<file path="config.mk">
export PLATFORM = sky130hd
export DESIGN_NAME = i2c_bit_ctrl
export DESIGN_NICKNAME = d
export VERILOG_FILES = /design/src/rtl/i2c_pkg.sv /design/src/rtl/i2c_pad_sync.sv /design/src/rtl/i2c_bit_ctrl.sv
export SDC_FILE = /design/constraint.sdc
export NUM_CORES = 1
export LEC_CHECK = 0
export ABC_AREA = 0
export BUFFER_PORTS_ARGS = -buffer_cell sky130_fd_sc_hd__buf_2
export CORE_UTILIZATION = 41
export CTS_BUF_LIST = sky130_fd_sc_hd__clkbuf_16
export CTS_CLUSTER_SIZE = 24
export DETAILED_ROUTE_END_ITERATION = 12
export PLACE_DENSITY = 0.6
export SETUP_SLACK_MARGIN = 0.4
export SLEW_MARGIN = 10
export SYNTH_ARGS = -nofsm -noshare
export SYNTH_HDL_FRONTEND = slang
export SYNTH_SLANG_ARGS = --single-unit
</file>
<file path="constraint.sdc">
create_clock -name clk_i -period 2.4 [get_ports clk_i]
set_clock_uncertainty 0.2 [all_clocks]
set_input_delay 0.48 -clock clk_i [delete_from_list [all_inputs] [get_ports clk_i]]
set_output_delay 0.48 -clock clk_i [all_outputs]
set_load 0.02 [all_outputs]
</file>
<file path="src/rtl/i2c_pkg.sv">
// Shared types for the I2C bit engine: command and phase encodings plus the
// per-phase pad level table.
package i2c_pkg;

    typedef enum logic [1:0] {
        CMD_START = 2'd0,
        CMD_STOP  = 2'd1,
        CMD_WRITE = 2'd2,
        CMD_READ  = 2'd3
    } i2c_cmd_e;

    typedef enum logic [2:0] {
        IDLE = 3'd0,
        PH_A = 3'd1,
        PH_B = 3'd2,
        PH_C = 3'd3,
        PH_D = 3'd4
    } phase_e;

    typedef struct packed {
        logic sda_rel;
        logic scl_rel;
        logic scl_keep;
    } pad_lvl_t;

    // Released = 1. scl_keep means SCL stays at whatever level it already has.
    function automatic pad_lvl_t pad_levels(i2c_cmd_e cmd, phase_e ph, logic din);
        pad_lvl_t lvl;
        lvl = '{sda_rel: 1'b1, scl_rel: 1'b1, scl_keep: 1'b0};
        case (cmd)
            CMD_START: begin
                case (ph)
                    PH_A:    lvl = '{sda_rel: 1'b1, scl_rel: 1'b1, scl_keep: 1'b1};
                    PH_B:    lvl = '{sda_rel: 1'b1, scl_rel: 1'b1, scl_keep: 1'b0};
                    PH_C:    lvl = '{sda_rel: 1'b0, scl_rel: 1'b1, scl_keep: 1'b0};
                    default: lvl = '{sda_rel: 1'b0, scl_rel: 1'b0, scl_keep: 1'b0};
                endcase
            end
            CMD_STOP: begin
                case (ph)
                    PH_A:    lvl = '{sda_rel: 1'b0, scl_rel: 1'b0, scl_keep: 1'b0};
                    PH_B,
                    PH_C:    lvl = '{sda_rel: 1'b0, scl_rel: 1'b1, scl_keep: 1'b0};
                    default: lvl = '{sda_rel: 1'b1, scl_rel: 1'b1, scl_keep: 1'b0};
                endcase
            end
            CMD_WRITE: lvl = '{sda_rel: din, scl_rel: (ph == PH_B) || (ph == PH_C), scl_keep: 1'b0};
            default:   lvl = '{sda_rel: 1'b1, scl_rel: (ph == PH_B) || (ph == PH_C), scl_keep: 1'b0};
        endcase
        return lvl;
    endfunction

endpackage

</file>
<file path="src/rtl/i2c_pad_sync.sv">
// Two-flop synchronizers for the SCL/SDA pad inputs plus SDA edge detection.
// Flops reset to 1 so an idle (pulled-up) bus produces no edge after reset.
module i2c_pad_sync (
    input  logic clk_i,
    input  logic rst_i,
    input  logic scl_i,
    input  logic sda_i,
    output logic scl_s_o,
    output logic sda_s_o,
    output logic sda_rise_o,
    output logic sda_fall_o
);

    logic [1:0] scl_ff_q;
    logic [1:0] sda_ff_q;
    logic       sda_prev_q;

    always_ff @(posedge clk_i or posedge rst_i) begin
        if (rst_i) begin
            scl_ff_q   <= 2'b11;
            sda_ff_q   <= 2'b11;
            sda_prev_q <= 1'b1;
        end else begin
            scl_ff_q   <= {scl_ff_q[0], scl_i};
            sda_ff_q   <= {sda_ff_q[0], sda_i};
            sda_prev_q <= sda_ff_q[1];
        end
    end

    assign scl_s_o    = scl_ff_q[1];
    assign sda_s_o    = sda_ff_q[1];
    assign sda_rise_o = sda_ff_q[1] & ~sda_prev_q;
    assign sda_fall_o = ~sda_ff_q[1] & sda_prev_q;

endmodule

</file>
<file path="src/rtl/i2c_bit_ctrl.sv">
// Bit-level I2C master: runs one START/STOP/WRITE/READ primitive per command
// as four timed phases, with clock stretching, arbitration loss and bus-busy.
module i2c_bit_ctrl
    import i2c_pkg::*;
#(
    parameter int PRESCALE_WIDTH = 16
) (
    input  logic                      clk_i,
    input  logic                      rst_i,
    input  logic [PRESCALE_WIDTH-1:0] prescale_i,
    input  logic [1:0]                cmd_i,
    input  logic                      cmd_valid_i,
    output logic                      cmd_ready_o,
    input  logic                      din_i,
    output logic                      dout_o,
    output logic                      done_o,
    output logic                      al_o,
    output logic                      bus_busy_o,
    input  logic                      scl_pad_i,
    output logic                      scl_pad_o,
    output logic                      scl_padoen_o,
    input  logic                      sda_pad_i,
    output logic                      sda_pad_o,
    output logic                      sda_padoen_o
);

    localparam logic [PRESCALE_WIDTH-1:0] CNT_ONE = {{(PRESCALE_WIDTH-1){1'b0}}, 1'b1};

    phase_e                    state_q, state_d;
    logic [PRESCALE_WIDTH-1:0] cnt_q, cnt_d;
    i2c_cmd_e                  cmd_q, cmd_d;
    logic                      din_q, din_d;
    logic                      dout_q, dout_d;
    logic                      done_q, done_d;
    logic                      al_q, al_d;
    logic                      busy_q, busy_d;
    logic                      scl_oen_q, scl_oen_d;
    logic                      sda_oen_q, sda_oen_d;
    logic [1:0]                rel_age_q, rel_age_d;

    logic     scl_s, sda_s, sda_rise, sda_fall;
    logic     stretch_hold, arb_lost, bus_stop;
    pad_lvl_t lvl;

    i2c_pad_sync u_sync (
        .clk_i      (clk_i),
        .rst_i      (rst_i),
        .scl_i      (scl_pad_i),
        .sda_i      (sda_pad_i),
        .scl_s_o    (scl_s),
        .sda_s_o    (sda_s),
        .sda_rise_o (sda_rise),
        .sda_fall_o (sda_fall)
    );

    // scl_s lags the pad by two cycles, so a freshly released SCL is only
    // trusted once rel_age_q saturates; earlier lows are our own echo.
    assign stretch_hold = (state_q != IDLE) && scl_oen_q && (rel_age_q == 2'd2) && !scl_s;
    assign arb_lost     = (cmd_q == CMD_WRITE) && din_q && ((state_q == PH_B) || (state_q == PH_C))
                          && !sda_s && scl_s;
    // In START phase A a rise may still be the delayed echo of our own STOP.
    assign bus_stop     = (state_q != IDLE) && (cmd_q != CMD_STOP) && sda_rise && scl_s
                          && !((cmd_q == CMD_START) && (state_q == PH_A));

    always_comb begin
        state_d   = state_q;
        cnt_d     = cnt_q;
        cmd_d     = cmd_q;
        din_d     = din_q;
        dout_d    = dout_q;
        done_d    = 1'b0;
        al_d      = 1'b0;
        busy_d    = busy_q;
        sda_oen_d = sda_oen_q;
        scl_oen_d = scl_oen_q;
        rel_age_d = rel_age_q;
        lvl       = '0;

        if (state_q == IDLE) begin
            if (cmd_valid_i) begin
                state_d = PH_A;
                cnt_d   = '0;
                cmd_d   = i2c_cmd_e'(cmd_i);
                din_d   = din_i;
            end
        end else if (arb_lost || bus_stop) begin
            state_d = IDLE;
            al_d    = 1'b1;
        end else if (!stretch_hold) begin
            if (cnt_q == prescale_i) begin
                cnt_d = '0;
                case (state_q)
                    PH_A: state_d = PH_B;
                    PH_B: state_d = PH_C;
                    PH_C: begin
                        state_d = PH_D;
                        if (cmd_q == CMD_READ) dout_d = sda_s;
                    end
                    default: begin
                        state_d = IDLE;
                        done_d  = 1'b1;
                    end
                endcase
            end else begin
                cnt_d = cnt_q + CNT_ONE;
            end
        end

        if (al_d) begin
            sda_oen_d = 1'b1;
            scl_oen_d = 1'b1;
        end else if (state_d != IDLE) begin
            lvl       = pad_levels(cmd_d, state_d, din_d);
            sda_oen_d = lvl.sda_rel;
            scl_oen_d = lvl.scl_keep ? scl_oen_q : lvl.scl_rel;
        end

        if (scl_s && sda_fall)      busy_d = 1'b1;
        else if (scl_s && sda_rise) busy_d = 1'b0;

        if (!scl_oen_q)               rel_age_d = 2'd0;
        else if (rel_age_q != 2'd2)   rel_age_d = rel_age_q + 2'd1;
    end

    always_ff @(posedge clk_i or posedge rst_i) begin
        if (rst_i) begin
            state_q   <= IDLE;
            cnt_q     <= '0;
            cmd_q     <= CMD_START;
            din_q     <= 1'b0;
            dout_q    <= 1'b0;
            done_q    <= 1'b0;
            al_q      <= 1'b0;
            busy_q    <= 1'b0;
            scl_oen_q <= 1'b1;
            sda_oen_q <= 1'b1;
            rel_age_q <= 2'd2;
        end else begin
            state_q   <= state_d;
            cnt_q     <= cnt_d;
            cmd_q     <= cmd_d;
            din_q     <= din_d;
            dout_q    <= dout_d;
            done_q    <= done_d;
            al_q      <= al_d;
            busy_q    <= busy_d;
            scl_oen_q <= scl_oen_d;
            sda_oen_q <= sda_oen_d;
            rel_age_q <= rel_age_d;
        end
    end

    assign cmd_ready_o  = (state_q == IDLE);
    assign dout_o       = dout_q;
    assign done_o       = done_q;
    assign al_o         = al_q;
    assign bus_busy_o   = busy_q;
    assign scl_pad_o    = 1'b0;
    assign sda_pad_o    = 1'b0;
    assign scl_padoen_o = scl_oen_q;
    assign sda_padoen_o = sda_oen_q;

endmodule

</file>
# == Word level (Yosys, flattened, before mapping) ==
# Cells that the tools add are included.
# totals
ff_bits,35
in_bits,24
out_inout_bits,9
word_cells,110
# op_classes
n_addsub,2
eq_ne,19
n_mux,36
bitwise_logic,7
n_reduce_logical,32
# op_table
cell,n
two-way mux 16 bit,5
case mux 3 bit (3 select lines),3
two-way mux 3 bit,7
"adder 16 x 1 -> 16 bit, second input constant",1
equality test 16 bit,1
two-way mux 1 bit,16
logical AND 1 bit,14
"equality test 3 x 2 -> 1 bit, second input constant",4
"inequality test 2 bit, second input constant",5
"equality test 2 bit, second input constant",4
two-way mux 2 bit,4
"equality test 3 x 1 -> 1 bit, second input constant",2
case mux 3 bit (2 select lines),1
AND reduction 6 bit,1
nonzero test 3 bit,2
NOT 1 bit,5
logical NOT 2 bit,2
"inequality test 2 x 1 -> 1 bit, second input constant",2
nonzero test 2 bit,2
logical NOT 1 bit,3
logical NOT 3 bit,1
logical OR 1 bit,3
AND reduction 3 bit,1
OR reduction 3 bit,1
other kinds (5),6

# == Depth between registers and ports, before layout ==
# Gate-level depths: netlist of run 1.
# depth
word_depth,17
ltp_mapped,9
mapped_depth_nobuf,8

# == Cells and area by module ==
# Synthesis of run 1 repeated with hierarchy kept, for this count alone.
# hier_totals
cells_unflattened,211
hier_area_um2,1990.7
# modules_own_cells
mod,instances,cells_per_inst,area_each_um2,seq_area_each_um2
i2c_bit_ctrl,1,203,1840.5,754.5
i2c_pad_sync,1,8,150.1,131.4

# == Least setup slack after synthesis of run 1 ==
# OpenSTA, ideal clock, no wires.
# synth_path
path_kind,reg-to-reg
from,register u_sync.scl_ff_q[1]
to,register sda_oen_q (netlist: sda_padoen_o)
setup_time_ns,0.078
arrival_time_ns,2.192
required_ns,2.122
setup_slack_ns,-0.070
path_stages_with_launch,8
n_path_buf,0
synth_period_minus_slack_ns,2.470
path_cell_list,dfstp_2 > inv_2 > or4_4 > and3_4 > o211ai_2 > a21oi_1 > or4b_1 > a31o_1
# synth_via
elab_chain_cells,13
word_cells_on_any_way,24
classes_between,eq/ne (3); mux (12); reduce/logical (9)
# synth_lines
item,line,rtl
start: declaration,i2c_pad_sync.sv:14,logic [1:0] scl_ff_q;
start signal: assignment,i2c_pad_sync.sv:24,"scl_ff_q <= {scl_ff_q[0], scl_i};"
logical NOT 1 bit / logical AND 1 bit (equally long branches),"i2c_bit_ctrl.sv:58, i2c_bit_ctrl.sv:62",
"logical AND 1 bit, on equally long branches","i2c_bit_ctrl.sv:58, i2c_bit_ctrl.sv:63",
two-way mux 3 bit / logical OR 1 bit (equally long branches),"i2c_bit_ctrl.sv:89, i2c_bit_ctrl.sv:86",
two-way mux 3 bit,i2c_bit_ctrl.sv:86,end else if (arb_lost || bus_stop) begin
two-way mux 3 bit,i2c_bit_ctrl.sv:79,if (state_q == IDLE) begin
equality test 3 x 2 -> 1 bit,"i2c_pkg.sv:32, i2c_pkg.sv:40",
OR reduction 2 bit,i2c_pkg.sv:40,case (ph)
case mux 3 bit (2 select lines),i2c_pkg.sv:40,
case mux 3 bit (3 select lines),i2c_pkg.sv:30,case (cmd)
two-way mux 3 bit,i2c_bit_ctrl.sv:112,end else if (state_d != IDLE) begin
two-way mux 3 bit,i2c_bit_ctrl.sv:109,if (al_d) begin
two-way mux 1 bit,i2c_bit_ctrl.sv:112,
two-way mux 1 bit,i2c_bit_ctrl.sv:109,
end signal: assignment,i2c_bit_ctrl.sv:148,sda_oen_q <= sda_oen_d;
end: declaration,i2c_bit_ctrl.sv:38,"logic sda_oen_q, sda_oen_d;"
# Several ways; a longest one is shown, not always the timed one. The select of a mux whose other input is x is not followed.
# A chain may end at the register's enable or synchronous reset.

# == Worst setup path after layout of run 1 ==
# layout_path
from,register rel_age_q[1]
to,register sda_oen_q (netlist: sda_padoen_o)
# layout_via
elab_chain_cells,14
word_cells_on_any_way,19
classes_between,eq/ne (4); mux (10); reduce/logical (5)
# layout_lines
item,line,rtl
start: declaration,i2c_bit_ctrl.sv:39,"logic [1:0] rel_age_q, rel_age_d;"
start signal: assignment,i2c_bit_ctrl.sv:149,rel_age_q <= rel_age_d;
equality test 2 bit (*),i2c_bit_ctrl.sv:58,assign stretch_hold = (state_q != IDLE) && scl_oen_q && (rel_age_q == 2'd2) && !scl_s;
logical AND 1 bit (*) (2 in a row),i2c_bit_ctrl.sv:58,
two-way mux 3 bit (*),i2c_bit_ctrl.sv:89,end else if (!stretch_hold) begin
two-way mux 3 bit (*),i2c_bit_ctrl.sv:86,
two-way mux 3 bit (*),i2c_bit_ctrl.sv:79,
equality test 3 x 2 -> 1 bit,"i2c_pkg.sv:32, i2c_pkg.sv:40",
OR reduction 2 bit,i2c_pkg.sv:40,
case mux 3 bit (2 select lines),i2c_pkg.sv:40,
case mux 3 bit (3 select lines),i2c_pkg.sv:30,
two-way mux 3 bit,i2c_bit_ctrl.sv:112,
two-way mux 3 bit,i2c_bit_ctrl.sv:109,
two-way mux 1 bit,i2c_bit_ctrl.sv:112,
two-way mux 1 bit,i2c_bit_ctrl.sv:109,
# Every way passes the cells marked *; elsewhere a longest branch is shown, timed or not. The select of a mux whose other input is x is not followed.

==> results of run 1 <==
-- Yosys cell counts, types with 2 or more instances --
master    instances
dfrtp_1          27
nand4_1           7
and2_1            2
nor2_1           17
nor4_1            3
o21ai_0          15
nand2b_1          2
buf_2             2
nor3_1            7
o21ai_1           6
inv_1             4
clkbuf_1          2
a21oi_1          10
nand2_1          18
mux2_2            4
mux2i_1           4
and3_1            7
dfstp_2           8
nand3_1           3
or3_1             5
xor2_1           21
nand3b_1          3
ha_1              2
buf_4             2
buf_6             2
-- worst max-delay path: stages, from the launching register on --
cell,delay [ns]
dfstp_2,0.55
ha_4,0.13
nand2_1,0.08
nor3_4,0.29
nor3_1,0.09
o311a_1,0.30
or4b_1,0.51
a31o_1,0.20
-- through the flow --
stage	setup TNS, ns	total power [uW]
finish	-0.00509	2730
global route	-0.262	2890
floorplan	-0.00886	1370
global placement	-2.22	1760
detailed placement	-2.64	1780
CTS	0	2580
-- layout make-up --
type	count	area [sq um]
Fill cell	379	1630
Clock buffer	5	125
Clock inverter	3	11.3
Sequential cell	35	888
Inverter	6	27.5
Multi-Input combinational cell	164	1340
Timing Repair Buffer	91	653
Tap cell	67	83.8
-- routing by layer --
metal | share of wire [%] | routed length, um
met3 | 2.4 | 124
met5 | 0 | 0
met2 | 50 | 2570
met1 | 46 | 2380
met4 | 1.4 | 71
-- flip-flops by register name (all words and copies together) (netlist names) --
name               flops
u_sync.scl_ff_q        2
al_o                   1
scl_padoen_o           1
cnt_q                 16
cmd_q                  2
u_sync.sda_ff_q        2
din_q                  1
u_sync.sda_prev_q      1
sda_padoen_o           1
rel_age_q              2
state_q                3
bus_busy_o             1
done_o                 1
dout_o                 1
-- how the worst min path moves through the flow --
stage                                     to  cells past startpoint
final                               cnt_q[5]                      3
after global routing      u_sync.scl_ff_q[0]                      1
after CTS                 u_sync.scl_ff_q[0]                      1
after detailed placement  u_sync.scl_ff_q[1]                      0
after global placement    u_sync.sda_ff_q[1]                      0
after floorplan           u_sync.scl_ff_q[1]                      0
-- power by group through the flow --
stage / clock [uW] / combinational, uW / sequential [uW]
after floorplan: 0 / 561 / 810
after global placement: 0 / 993 / 771
after detailed placement: 0 / 1010 / 775
after CTS: 611 / 1200 / 777
after global routing: 633 / 1460 / 795
final: 599 / 1350 / 782
-- kinds of logic (layout without fill, tap and decap cells) --
family / Yosys count / after routing / synth area share (%)
other cells: 1 / 2 / 0.184
compound gates: 45 / 45 / 13.6
fa+ha+maj: 2 / 2 / 1.23
xor+xnor: 22 / 22 / 9.47
mux: 8 / 8 / 4.18
flops: 35 / 35 / 43.5
simple gates: 85 / 85 / 23.8
buf+inv: 14 / 105 / 3.93
-- timing repair --
item	CTS	global route
buffers inserted	8	5
resized for setup	39	32
hold buffers	0	0
gates cloned	1	0
setup endpoints to repair	23	24
pin swaps	32	18
==> impl_metrics.toml, run 1 <==
[global_route]
antenna_found_initial = 0
grt_most_used_layer = "met2"
grt_pass1_vias = 1803
use_met2_pct = 33.0
grt_use_total_pct = 20.5
grt_max_degree = 36
grt_overflow_total = 0
grt_use_met1_pct = 26.6
grt_pass1_wl_um = 8160
met3_usage_pct = 4.17

[pwr]
p_comb_share_pct = 49.4
swShare_pct = 35.7
ir_worst_vdd_mv = 0.557
p_clk_share_pct = 21.9
internal_power_uw = 1760
seqPwrFrac_pct = 28.6
power_density_nw_per_um2 = 874
p_leak_uw = 0.00147
p_sw_uw = 977

[sta]
finalSetupViolations = 1
fmax_ghz = 0.416
min_period_over_period_pct = 100
worstMarginPinSlew_ns = 0.539
finalCriticalPeriod_ns = 2.41
slew_viol_final = 0
hold_slack_ns = 0.0990
final_hold_viol_count = 0
rsz0062_at_grt = "true"
slew_headroom_pct = 64.0
worst_slack_ns = -0.00509

[drt]
dr.pass1.iters = 4
drc = 0
initialDrtViolationCount = 78
drt_wl_total_um = 5150
vias_per_cell = 5.06
wl_per_cell_um = 13.9
final_antenna_net_count = 0
vias = 1878

[placement]
post-place-ws_ns = -0.275
dpl-instance-area_sq_um = 2600
dp_hpwl_um = 3400
place_congestion = 0.801
dp_cells = 349
port_buffers = 30

[clock_tree]
clock-sinks = 35
clk_path_buf_depth = 2
root_buffer = "clkbuf_16"
cts_tree = "done"
htree_levels = 2
clkTransAtPathRegs_ns = 0.05
clk_latency_ns = 0.27
cts_buffers = 5

[logic_synthesis]
async_reset_ff_share_pct = 100
syn_inst = 212
synth_area_leaders = "dfrtp_1 33%, dfstp_2 10%, xor2_1 9.0%"
synth_top_area_cell = "dfrtp_1"
synth_edf_count = 0
ys_seq_elements = 35
yosysWarnings = 0
yosysUniqueCellTypes = 54
syn_area_per_cell_sq_um = 9.60
ys_seq_area_share_pct = 43.5
ys.flop_type = "dfrtp_1"
synth_top_area_share_pct = 33.2
synth_area_sq_um = 2040

[floorplanning]
fp.dieW_um = 72.5
coreArea_sq_um = 4750
ios = 33
fp.dieH_um = 72.5
dieArea_sq_um = 5250
row_count = 25
start_util_pct = 42.8

[setup_path]
cp.required_ns = 2.41
cp.arrival_ns = 2.41
crit_path_end = "sda_padoen_o"
r2r_end = "sda_padoen_o"
r2r_start = "rel_age_q[1]"
crit_fanout = 4
r2r_setup_slack_ns = -0.005
setup.worst_path.start = "rel_age_q[1]"
reg2regPathDepth = 7
worstSetupPathType = "reg -> reg"
start_kind = "register"
endpoint_kind = "register"

[status]
outcome = "finished with violations"
violations = "negative setup slack"

[layout]
design_area_sq_um = 3130
utilization_pct = 65.8
final_common_cell = "buf_4"
fin_cells = 371
syn2layout_area_growth_pct = 53.6
diodes = 0
drive_gt1_share_pct = 51.6
nets = 329
mostFrequentLayoutCells = "49 x buf_4, 30 x buf_2, 25 x dfrtp_1"

[run]
maxCapViolations = 0

[worst_hold_path]
hold_path.class = "in -> async"
(Power assumes the default switching activity.)
==> run 2: changes to the inputs <==
CORE_MARGIN = 5   (was unset)
==> run 2 against run 1 <==
Net effect: the run still ends with negative setup slack left; flip-flop and latch count unchanged; count of clock-buffer cells in the layout did not move; clock power grew 1%; core utilization increased by 1.7 points; combinational power increased by 7%; via count up 4.6%; die area is 23% higher; critical path depth increased by 1; first-iteration DRC count fell by 28%; hold slack got worse by 0.0056 ns; sequential share of layout area is 0.91 points lower.
==> impl_metrics.toml, run 2 (same netlist as run 1, synthesis figures left out) <==
[sta]
finalSetupViolations = 1
fmax_ghz = 0.388
min_period_over_period_pct = 107
rsz0062_at_grt = "true"
slew_headroom_pct = 64.9
hold_slack_ns = 0.0934
setup_tns_ns = -0.175
worst_slack_ns = -0.175
final_hold_viol_count = 0
slew_viol_final = 0
worstMarginPinSlew_ns = 0.525
finalCriticalPeriod_ns = 2.58

[clock_tree]
root_buffer = "clkbuf_16"
clk_latency_ns = 0.28
htree_levels = 2
clkTransAtPathRegs_ns = 0.05
cts_tree = "done"
cts_buffers = 5
clk_path_buf_depth = 2
clock-sinks = 35
cts-hold-fix-buffers = 0

[setup_path]
crit_fanout = 5
r2r_setup_slack_ns = -0.18
cp_slowest_cell = "or4b_4"
setup.worst_path.start = "cnt_q[5]"
endpoint_kind = "register"
crit_path_end = "sda_padoen_o"
slowest_delay_ns = 0.46
start_kind = "register"
reg2regPathDepth = 8
cp.required_ns = 2.41
worstPathCellList = "xor2_2 > nor4_4 > nand4_1 > buf_6 > o211ai_1 > o31a_1 > or4b_4 > a31o_1"
r2r_start = "cnt_q[5]"
cp.arrival_ns = 2.59
r2r_end = "sda_padoen_o"
worstSetupPathType = "reg -> reg"

[global_route]
grt_pass1_wl_um = 9450
antenna_found_initial = 0
grt_max_degree = 36
grt_pass1_vias = 2021
grt_overflow_total = 0
grt_use_total_pct = 19.0

[run]
maxCapViolations = 0

[layout]
largest_reg_flops = 16
multi_input_area_sq_um = 1350
final_common_cell = "buf_4"
top_regs = "cnt_q (16), state_q (3)"
mostFrequentLayoutCells = "50 x buf_4, 29 x buf_2, 25 x dfrtp_1"
design_area_sq_um = 3230
fillers = 377
diodes = 0
ff_latch_area_sq_um = 888
max_flop_register = "cnt_q"
syn2layout_area_growth_pct = 58.7
nets = 336
fin_cells = 378
drive_gt1_share_pct = 52.7

[drt]
initialDrtViolationCount = 56
vias = 1965
dr.pass1.iters = 5
final_antenna_net_count = 0
vias_per_cell = 5.20
drc = 0
wl_per_cell_um = 15.5
drt_wl_total_um = 5850

[pwr]
ir_worst_vdd_mv = 0.537
power_density_nw_per_um2 = 875
p_leak_uw = 0.00154

[floorplanning]
dieArea_sq_um = 6470
start_util_pct = 42.5
row_count = 25
coreArea_sq_um = 4790
fp.dieW_um = 80.5
fp.dieH_um = 80.5
ios = 33

[worst_hold_path]
hold_path.class = "in -> async"

[placement]
dpl-instance-area_sq_um = 2610
place_congestion = 0.855
dp_cells = 350
dp_hpwl_um = 3660
port_buffers = 30
post-place-ws_ns = -0.391

[status]
violations = "negative setup slack"
outcome = "finished with violations"
==> run 2: cell types whose count changed in the layout (fill, tap and decap cells not counted), moves of 2 or more <==
cell | previous run | this run
and3_4 | 3 | 1
o21ai_1 | 7 | 9
and3_1 | 5 | 7
nor2_4 | 6 | 2
nand2_4 | 1 | 4
nor2_1 | 11 | 14
nand2_1 | 16 | 12
buf_6 | 12 | 18
inv_1 | 7 | 5
clkinv_1 | 0 | 2
==> run 2: worst min path at each step <==
stage	to	slack [ns]
2_1_floorplan	u_sync.scl_ff_q[1]	0.15
3_3_place_gp	u_sync.scl_ff_q[1]	0.15
3_5_place_dp	u_sync.sda_ff_q[1]	0.15
4_1_cts	u_sync.sda_ff_q[0]	0.09
5_1_grt	u_sync.sda_ff_q[0]	0.1
6_report	cnt_q[5]	0.09
==> run 2: through the flow <==
stage / utilization [%] / total power [uW]
floorplan: - / 1370
global placement: 54.5 / 1770
detailed placement: 54.5 / 1790
CTS: 64.5 / 2750
global route: 67.5 / 3000
finish: 67.5 / 2830
==> run 2: metal layers <==
layer | up-vias | GRT usage, % | wire length, um
met3 | 12 | 3.59 | 286
met1 | 941 | 24.4 | 2490
li1 | 956 | - | -
met4 | 0 | 6.25 | 110
met5 | - | 0 | 0
met2 | 56 | 31.9 | 2970
==> run 2: layout make-up <==
type,count,area share (%)
multi-input combinational,164,41.8
sequential,35,27.5
timing repair buffer,98,23.0
clock buffer,5,3.87
tap,67,2.59
inverter,6,0.852
clock inverter,3,0.349
==> run 2: power breakdown <==
group          total, uW  switching, uW  internal, uW
logic               1440            696           741
clock network        605            232           373
registers            785           80.3           704
total               2830           1010          1820
==> run 2: repair_timing <==
action | CTS | global route
setup buffers | 11 | 8
resized for setup | 57 | 24
endpoints found under the setup margin | 24 | 24
cloned | 1 | 0
pin swaps | 29 | 21
==> run 2: critical path, delay by kind of cell (launching register included) <==
family | cells | cell delay (ns)
AOI/OAI and AO/OA | 3 | 0.60
buffers and inverters | 1 | 0.17
DFF | 1 | 0.40
xor gates and xnor gates | 1 | 0.17
and+or+nand+nor | 3 | 0.96
==> run 3: changes to the inputs <==
MAX_ROUTING_LAYER = met4   (was unset)
==> run 3 against run 2 <==
Net effect: the run still ends with negative setup slack left; combinational power about the same; final cell count unchanged; count of clock-buffer cells in the layout unchanged; setup slack better by 0.00075 ns; routed wire length about the same; flip-flop and latch count unchanged; fmax about the same; critical endpoint unchanged; highest routed layer unchanged.
==> impl_metrics.toml, run 3 (same netlist as run 1, synthesis figures left out) <==
[status]
violations = "negative setup slack"
outcome = "finished with violations"

[floorplanning]
fp.dieH_um = 80.5
dieArea_sq_um = 6470
ios = 33
coreArea_sq_um = 4790
row_count = 25
fp.dieW_um = 80.5
start_util_pct = 42.5

[drt]
final_antenna_net_count = 0
vias_per_cell = 5.20
drc = 0
wl_per_cell_um = 15.5
vias = 1967
initialDrtViolationCount = 78
drt_wl_total_um = 5850
dr.pass1.iters = 4

[pwr]
ir_worst_vdd_mv = 0.537
p_leak_uw = 0.00154
power_density_nw_per_um2 = 875

[clock_tree]
htree_levels = 2
root_buffer = "clkbuf_16"
cts_buffers = 5
clock-sinks = 35
clk_latency_ns = 0.28
clkTransAtPathRegs_ns = 0.05
clk_path_buf_depth = 2
cts_tree = "done"

[setup_path]
worstSetupPathType = "reg -> reg"
endpoint_kind = "register"
crit_fanout = 5
cp.arrival_ns = 2.59
start_kind = "register"
cp.required_ns = 2.41

[sta]
fmax_ghz = 0.388
slew_headroom_pct = 65.3
finalCriticalPeriod_ns = 2.57
slew_viol_final = 0
finalSetupViolations = 1
setup_tns_ns = -0.174
min_period_over_period_pct = 107
worst_slack_ns = -0.174
worstMarginPinSlew_ns = 0.519
final_hold_viol_count = 0
rsz0062_at_grt = "true"

[global_route]
grt_pass1_vias = 2023
grt_overflow_total = 0
grt_use_total_pct = 19.5
antenna_found_initial = 0
grt_max_degree = 36
grt_pass1_wl_um = 9460

[layout]
ff_latch_area_sq_um = 888
nets = 336
utilization_pct = 67.5
max_flop_register = "cnt_q"
fillers = 377
top_regs = "cnt_q (16), state_q (3)"
diodes = 0
largest_reg_flops = 16
final_common_cell = "buf_4"
syn2layout_area_growth_pct = 58.7
multi_input_area_sq_um = 1350
mostFrequentLayoutCells = "50 x buf_4, 29 x buf_2, 25 x dfrtp_1"
drive_gt1_share_pct = 52.7

[run]
maxCapViolations = 0

[worst_hold_path]
hold_path.class = "in -> async"

[placement]
port_buffers = 30
dp_hpwl_um = 3660
place_congestion = 0.869
-- run 3: cell counts in the layout (fill, tap and decap cells not counted) --
No cell type changed its count.
-- run 3: final timing paths --
kind | startpoint | to | slack, ns | cells past startpoint
max in group asynchronous | rst_i | state_q[2] | 1.56 | 3
hold reg to reg | u_sync.scl_ff_q[0] | u_sync.scl_ff_q[1] | 0.15 | 0
setup reg to reg | cnt_q[5] | sda_padoen_o | -0.17 | 8
hold / removal | rst_i | cnt_q[1] | 0.09 | 3
setup / recovery | cnt_q[5] | sda_padoen_o | -0.17 | 8
min in group clk_i | scl_pad_i | u_sync.scl_ff_q[0] | 0.10 | 1
-- run 3: timing repair --
| item | 4_1_cts | 5_1_grt |
|---|---|---|
| setup endpoints to repair | 24 | 24 |
| resized for setup | 57 | 24 |
| pin swaps | 29 | 21 |
| hold buffers | 0 | 0 |
| gates cloned | 1 | 0 |
| buffers inserted | 11 | 8 |
-- run 3: through the flow --
| step | total power, uW | setup slack [ns] | cells | hold WS [ns] | cell area (sq um) |
|---|---|---|---|---|---|
| after floorplan | 1370 | -0.00886 | 213 | 0.145 | 2080 |
| after global placement | 1770 | -0.492 | 350 | 0.146 | 2610 |
| after detailed placement | 1790 | -0.391 | 350 | 0.147 | 2610 |
| after CTS | 2750 | -0.0593 | 370 | 0.0941 | 3090 |
| after global routing | 3000 | -0.248 | 378 | 0.0977 | 3230 |
| final | 2830 | -0.174 | 378 | 0.0937 | 3230 |
-- run 3: worst max-delay path, cell delays in order, from the launching register on --
cell,delay (ns)
dfrtp_1,0.40
xor2_2,0.17
nor4_4,0.34
nand4_1,0.17
buf_6,0.16
o211ai_1,0.23
o31a_1,0.19
or4b_4,0.46
a31o_1,0.18
-- run 3: area by class of cell --
class / count / area share, %
Multi-Input combinational cell: 164 / 41.8
Sequential cell: 35 / 27.5
Timing Repair Buffer: 98 / 23.0
Clock buffer: 5 / 3.87
Tap cell: 67 / 2.59
Inverter: 6 / 0.852
Clock inverter: 3 / 0.349
-- run 3: layer usage --
| layer | global-route usage (%) | routed length [um] | up-vias |
|---|---|---|---|
| met3 | 3.48 | 331 | 12 |
| li1 | - | - | 956 |
| met1 | 24.5 | 2460 | 948 |
| met2 | 31.9 | 2950 | 51 |
| met5 | - | 0 | - |
| met4 | 6.25 | 113 | 0 |
-- run 3: where the power goes --
part / internal, uW / total [uW] / switching [uW] / leakage (uW)
Combinational: 741 / 1440 / 695 / 0.00103
Sequential: 704 / 784 / 79.5 / 0.000442
Clock: 373 / 606 / 233 / 0.0000701
Total: 1820 / 2830 / 1010 / 0.00154
